--- config.mk ---
export PLATFORM = sky130hd
export DESIGN_NAME = add_pipe_rv
export DESIGN_NICKNAME = d
export VERILOG_FILES = /design/src/rtl/add_pipe_rv.sv
export SDC_FILE = /design/constraint.sdc
export NUM_CORES = 1
export LEC_CHECK = 0
export CELL_PAD_IN_SITES_DETAIL_PLACEMENT = 0
export CELL_PAD_IN_SITES_GLOBAL_PLACEMENT = 1
export CORE_AREA = 2 2 101 127
export CTS_BUF_LIST = sky130_fd_sc_hd__clkbuf_4 sky130_fd_sc_hd__clkbuf_8 sky130_fd_sc_hd__clkbuf_16
export CTS_CLUSTER_DIAMETER = 50
export CTS_CLUSTER_SIZE = 25
export DETAILED_ROUTE_END_ITERATION = 8
export DIE_AREA = 0 0 103 129
export PLACE_DENSITY_LB_ADDON = 0.1
export SYNTH_ARGS = -nofsm -noshare
export SYNTH_HDL_FRONTEND = slang
export SYNTH_SLANG_ARGS = --single-unit
--- constraint.sdc ---
create_clock -name clk -period 1.8 [get_ports clk]
set_input_delay 0.27 -clock clk [delete_from_list [all_inputs] [get_ports clk]]
set_output_delay 0.27 -clock clk [all_outputs]
set_load 0.03 [all_outputs]
--- src/rtl/add_pipe_rv.sv ---
// add_pipe_rv: pipelined adder with carry-out, STAGES valid/ready slots and bubble collapse.
// Optional INPUT_FLOPS_EN adds a registered operand slot ahead of the adder.
module add_pipe_rv #(
  parameter int WIDTH  = 32,
  parameter int STAGES = 2
) (
  input  logic                          clk,
  input  logic                          rst_n,
  input  logic [WIDTH-1:0]              a,
  input  logic [WIDTH-1:0]              b,
  input  logic                          in_valid,
  output logic                          in_ready,
  output logic [WIDTH-1:0]              c,
  output logic                          c_carry,
  output logic                          out_valid,
  input  logic                          out_ready,
  output logic [$clog2(STAGES+2)-1:0]   occupancy
);
  localparam int OW = $clog2(STAGES+2);
  logic [STAGES-1:0] v_q, v_d, rdy, v_src;
  logic [WIDTH:0]    d_q [STAGES];
  logic [WIDTH:0]    d_d [STAGES];
  logic [WIDTH:0]    sum;
  logic [OW-1:0]     occ_q, occ_d;
  logic              src_v;
`ifdef INPUT_FLOPS_EN
  logic              iv_q, iv_d, irdy;
  logic [WIDTH-1:0]  ia_q, ib_q, ia_d, ib_d;
  assign sum      = {1'b0, ia_q} + {1'b0, ib_q};
  assign src_v    = iv_q;
  assign irdy     = !iv_q | rdy[0];
  assign in_ready = irdy;
  always_comb begin
    iv_d = irdy ? in_valid : iv_q;
    ia_d = (irdy && in_valid) ? a : ia_q;
    ib_d = (irdy && in_valid) ? b : ib_q;
  end
  always_ff @(posedge clk or negedge rst_n) begin
    if (!rst_n) begin
      iv_q <= 1'b0;
      ia_q <= '0;
      ib_q <= '0;
    end else begin
      iv_q <= iv_d;
      ia_q <= ia_d;
      ib_q <= ib_d;
    end
  end
`else
  assign sum      = {1'b0, a} + {1'b0, b};
  assign src_v    = in_valid;
  assign in_ready = rdy[0];
`endif
  // Ready propagates combinationally from the output back to slot 0
  always_comb begin
    rdy[STAGES-1] = !v_q[STAGES-1] | out_ready;
    for (int k = STAGES-2; k >= 0; k--) rdy[k] = !v_q[k] | rdy[k+1];
  end
  always_comb begin
    v_src[0] = src_v;
    for (int k = 1; k < STAGES; k++) v_src[k] = v_q[k-1];
  end
  always_comb begin
    v_d   = v_q;
    occ_d = '0;
    for (int k = 0; k < STAGES; k++) begin
      d_d[k] = d_q[k];
      if (rdy[k]) begin
        v_d[k] = v_src[k];
        if (v_src[k]) d_d[k] = (k == 0) ? sum : d_q[(k == 0) ? 0 : k-1];
      end
      occ_d = occ_d + OW'(v_d[k]);
    end
`ifdef INPUT_FLOPS_EN
    occ_d = occ_d + OW'(iv_d);
`endif
  end
  always_ff @(posedge clk or negedge rst_n) begin
    if (!rst_n) begin
      v_q   <= '0;
      occ_q <= '0;
      for (int k = 0; k < STAGES; k++) d_q[k] <= '0;
    end else begin
      v_q   <= v_d;
      occ_q <= occ_d;
      for (int k = 0; k < STAGES; k++) d_q[k] <= d_d[k];
    end
  end
  assign c         = d_q[STAGES-1][WIDTH-1:0];
  assign c_carry   = d_q[STAGES-1][WIDTH];
  assign out_valid = v_q[STAGES-1];
  assign occupancy = occ_q;
endmodule

==> Word level (Yosys, flattened, before mapping) <==
Index checks and enable logic that the tools add are counted.
{ "classes": {"addsub": 2, "reduce_logical": 4, "mux": 2, "n_bitwise": 2} }
{ "ops": {"columns": ["cell", "count"], "rows": [
  ["$add 32x32->33", 1],
  ["$reduce_and 2->1", 2],
  ["$add 1x1->2", 1],
  ["$logic_not 1->1", 2],
  ["$mux 1", 2],
  ["$or 1x1->1", 2]
]} }
{ "totals": {"register_bits": 70, "word_cells": 14, "in_bits": 68} }

==> Depth between registers and ports, before layout <==
{ "logic_depth": {"depth_word": 5, "ltp_mapped": 10, "ltp_nobuf": 10} }

==> Worst setup path before layout <==
No wires, ideal clock.
{ "synth_timing": {"path_kind": "in2reg", "from": "in a[0]", "to": "reg d_q[59] (netlist bit)", "arrival_time_ps": 2077, "setup_slack_ps": -407, "n_path_buf": 0, "setup_ps": 130, "t_required_ps": 1670, "path_stages": 10, "cell_sequence": "ha_1 fa_1 a21oi_1 o211a_1 nor3_1 o2111ai_1 nand2_1 a211oi_1 xor2_1 o21ai_1"} }
{ "synth_between": {"elab_chain_len": 1} }
{ "synth_rtl": {"columns": ["element", "line", "text"], "rows": [
  ["start: declaration", "9", "input logic [WIDTH-1:0] a,"],
  ["$add 32x32->33", "50", "assign sum = {1'b0, a} + {1'b0, b};"],
  ["end: declaration", "21", "logic [WIDTH:0] d_q [STAGES];"]
]} }
Every way passes these cells.
A chain may end at the register's enable or synchronous reset.

==> Final worst setup path <==
{ "layout_timing": {"from": "in b[10]", "to": "reg d_q[62] (netlist bit)"} }
{ "layout_between": {"elab_chain_len": 1} }
{ "layout_rtl": {"columns": ["element", "line", "text"], "rows": [
  ["start: declaration", "10", "input logic [WIDTH-1:0] b,"],
  ["$add 32x32->33", "50", null]
]} }
Every way passes these cells.

==> metrics <==
Multi-input gate area=about 3100 µm²; main combinational cell family by area after synthesis=compound AO/OA/AOI/OAI gates; post-synthesis adder-cell area fraction=a little under a tenth; setup repair after global routing missed its margin=yes; min-delay src=a[0]; most frequent cells in the layout=buf_4, dfrtp_1, nand2_1; Final Hold Viols=0; Post-Route WL=around 12,000 µm; Syn Nets=roughly 570; Tcrit/Tclk final=107%; largest net degree at the start of global routing=71; Vias/cell=just under 5; Worst-Margin Slew=around 0.37 ns; Syn Area/Cell=around 10 µm²; core area=12,000 µm²; Congestion Overflow GR=0; die footprint=approximately 13,000 µm²; total power draw=7.08 mW; CP top delay family=compound AO/OA/AOI/OAI gates; placed cells=slightly below 800; final worst slack=-0.121 ns; post-layout net count=758; via count=4,013; final setup vio count=9; most common cell after layout, fill and taps aside=buf_4; Compound-Gate Fraction of Synth Area=18.0%; Buf/Inv on CP=1; post-synth top area share=37.9%; clock buffer depth=2; CP Cell Sequence=buf_8, ha_4, a21o_4, a311o_1, a21o_4, a31oi_4, o31ai_4, or3_1, nand3_1; H-tree Lvls=3; Worst EP required=~2.1 ns; Synth area leaders=dfrtp_1, ha_1, mux2_2, buf_4, nand2_1; Worst-Skew Late Latency=around 0.33 ns; Mapped Cells=470; vias in the first global route=just over 4,000; PortBufs=around 100; CP Capture Type=flop; initial antenna violation count=0; Worst-path clk slew=about 0.060 ns; Hold Slack=~0.23 ns; num ports=105; WL/cell=14.0 µm; outcome=complete, but fails checks; Leak=approximately 3.2 nW; CTS root buf=clkbuf_16; Setup Skew=between 0.004 and 0.005 ns; maximum vdd drop=around 460 µV; ANT cells=0; drt initial violations=~150; post-route cell area=a little over 7000 µm²; crit path kind=in2reg; Die Y=129 µm; gpl congestion=0.820; Antenna Nets Post-Route=0; synth unique cells=between 60 and 70; pwr/cell area=a little under 1000 nW/µm²; post-DP HPWL=slightly below 9000 µm; worst-case hold path end point=d_q[33]; clk sinks=70; Seq/Total Area, Yosys=37.9%; Mapped Area=4620 µm²; DRC Markers=0; DR pass1 iterations=4; FMAX=about 520 MHz; Max transition margin=75.5%; Maximum Capacitance Violations=0; register area=around 1800 µm²; ratio of cells with drive above 1 in the final layout=between 40 and 50%; max incr delay on CP=around 0.37 ns; Fillers=around 1,100; arrival time worst endpoint=approximately 2.2 ns; EDFF count, synth=0; XOR/XNOR share of the synthesized area=5.12%; FF-to-FF Start=v_q[1]; TritonCTS Buffers=9; FF-to-FF path depth=5; Initial Utilization=about two fifths; Syn-to-layout area delta=57.2%; failing checks=negative setup slack; multiplexer share of the synthesized area=under 10%; critical path fanouts, max=4; most frequent CP cell=a21o_4; post-synthesis register bit count=70; critical path's slowest cell=or3_1; Post-synth top flop=dfrtp_1; Setup crit start kind=input pin; final non-filler cell total=between 800 and 900; simple-gate share of the synthesized area=13.0%; Placed Area=6430 µm²; first-pass GRT wire length=19,000 µm; Ys Warns=0; all-layer global routing usage=between 10% and 20%; hold path cells=4; FFs w/ async S/R, synth=100%; worst hold path class=in2reg; Final Max Tran Viols=0; minimum clock period=about 1.9 ns; Die W=between 100 and 150 µm; Reg-to-Reg End=d_q[64]; number of placement rows=45; r2r setup slk=between 0.4 and 0.5 ns; Critical Path Start=b[10]; CTS tree=built; Yosys top cell by area=dfrtp_1
[through the flow]
step	util (%)	setup TNS (ns)	setup WS, ns
floorplan	-	-2.33	-0.215
global placement	53.4	-19.23	-1.00
detailed placement	53.4	-20.15	-1.00
CTS	59.3	-0.633	-0.142
global route	60.2	-1.55	-0.215
finish	60.2	-0.496	-0.121
[tightest hold or removal path: stages]
cell and delay, ns:
buf_6 0.07, ha_4 0.11, nand2_1 0.04, nand2_1 0.05
[what timing repair did]
action | 4_1_cts | 5_1_grt
setup buffers | 16 | 8
pin swaps | 70 | 35
setup endpoints to repair | 26 | 20
hold buffers | 1 | 0
hold endpoints to repair | 70 | 0
gates resized for setup | 187 | 53
[synthesized netlist by cell type, types with 7 or more instances]
master	count
clkbuf_1	7
ha_1	33
nand3_1	13
nor2_1	17
a21o_1	12
o21ai_1	14
xor2_1	18
a21oi_1	26
buf_4	33
o21ai_0	30
dfrtp_1	70
xnor2_1	9
mux2_2	33
and3_1	7
nand2_1	61
[registers in the layout (all words and copies together), names as in the netlist]
name and count:
d_q 33, c 32, occupancy 2, v_q 2
c_carry 1
[per-layer routing]
layer / routed length, µm / global-route usage, % / up-vias
met2: 6140 / 32.6 / 87
met4: 242 / 7.12 / 0
li1: - / - / 2014
met5: 0 / 0 / -
met1: 4820 / 21.9 / 1896
met3: 359 / 2.66 / 16
[where the power goes]
part           internal [mW]  switching (mW)  leakage, nW  total [mW]
Combinational           1.49            1.47         2.23        2.96
Sequential              2.00           0.223        0.851        2.23
Clock                   1.24           0.653        0.154        1.90
Total                   4.74            2.34         3.24        7.08
[layout make-up]
| class | instances | area share, % |
|---|---|---|
| Multi-Input combinational cell | 345 | 42.4 |
| Tap cell | 164 | 2.83 |
| Clock inverter | 6 | 1.17 |
| Sequential cell | 70 | 24.1 |
| Clock buffer | 10 | 3.29 |
| Timing Repair Buffer | 224 | 25.9 |
| Inverter | 6 | 0.310 |
[worst max path at each step]
stage | endpoint | slack (ns) | cells past startpoint
finish | d_q[62] | -0.12 | 9
global route | d_q[59] | -0.22 | 11
CTS | d_q[59] | -0.14 | 11
detailed placement | d_q[63] | -1.00 | 10
global placement | d_q[63] | -1.00 | 10
floorplan | d_q[59] | -0.21 | 10
[cell families after synthesis]
kind of cell,after synthesis
DFF,70
muxes,33
and+or+nand+nor,128
AOI/OAI and AO/OA,123
buffers and inverters,55
adders and majority gates,34
xor gates and xnor gates,27
Note: power is estimated with default switching activity, not from simulation.
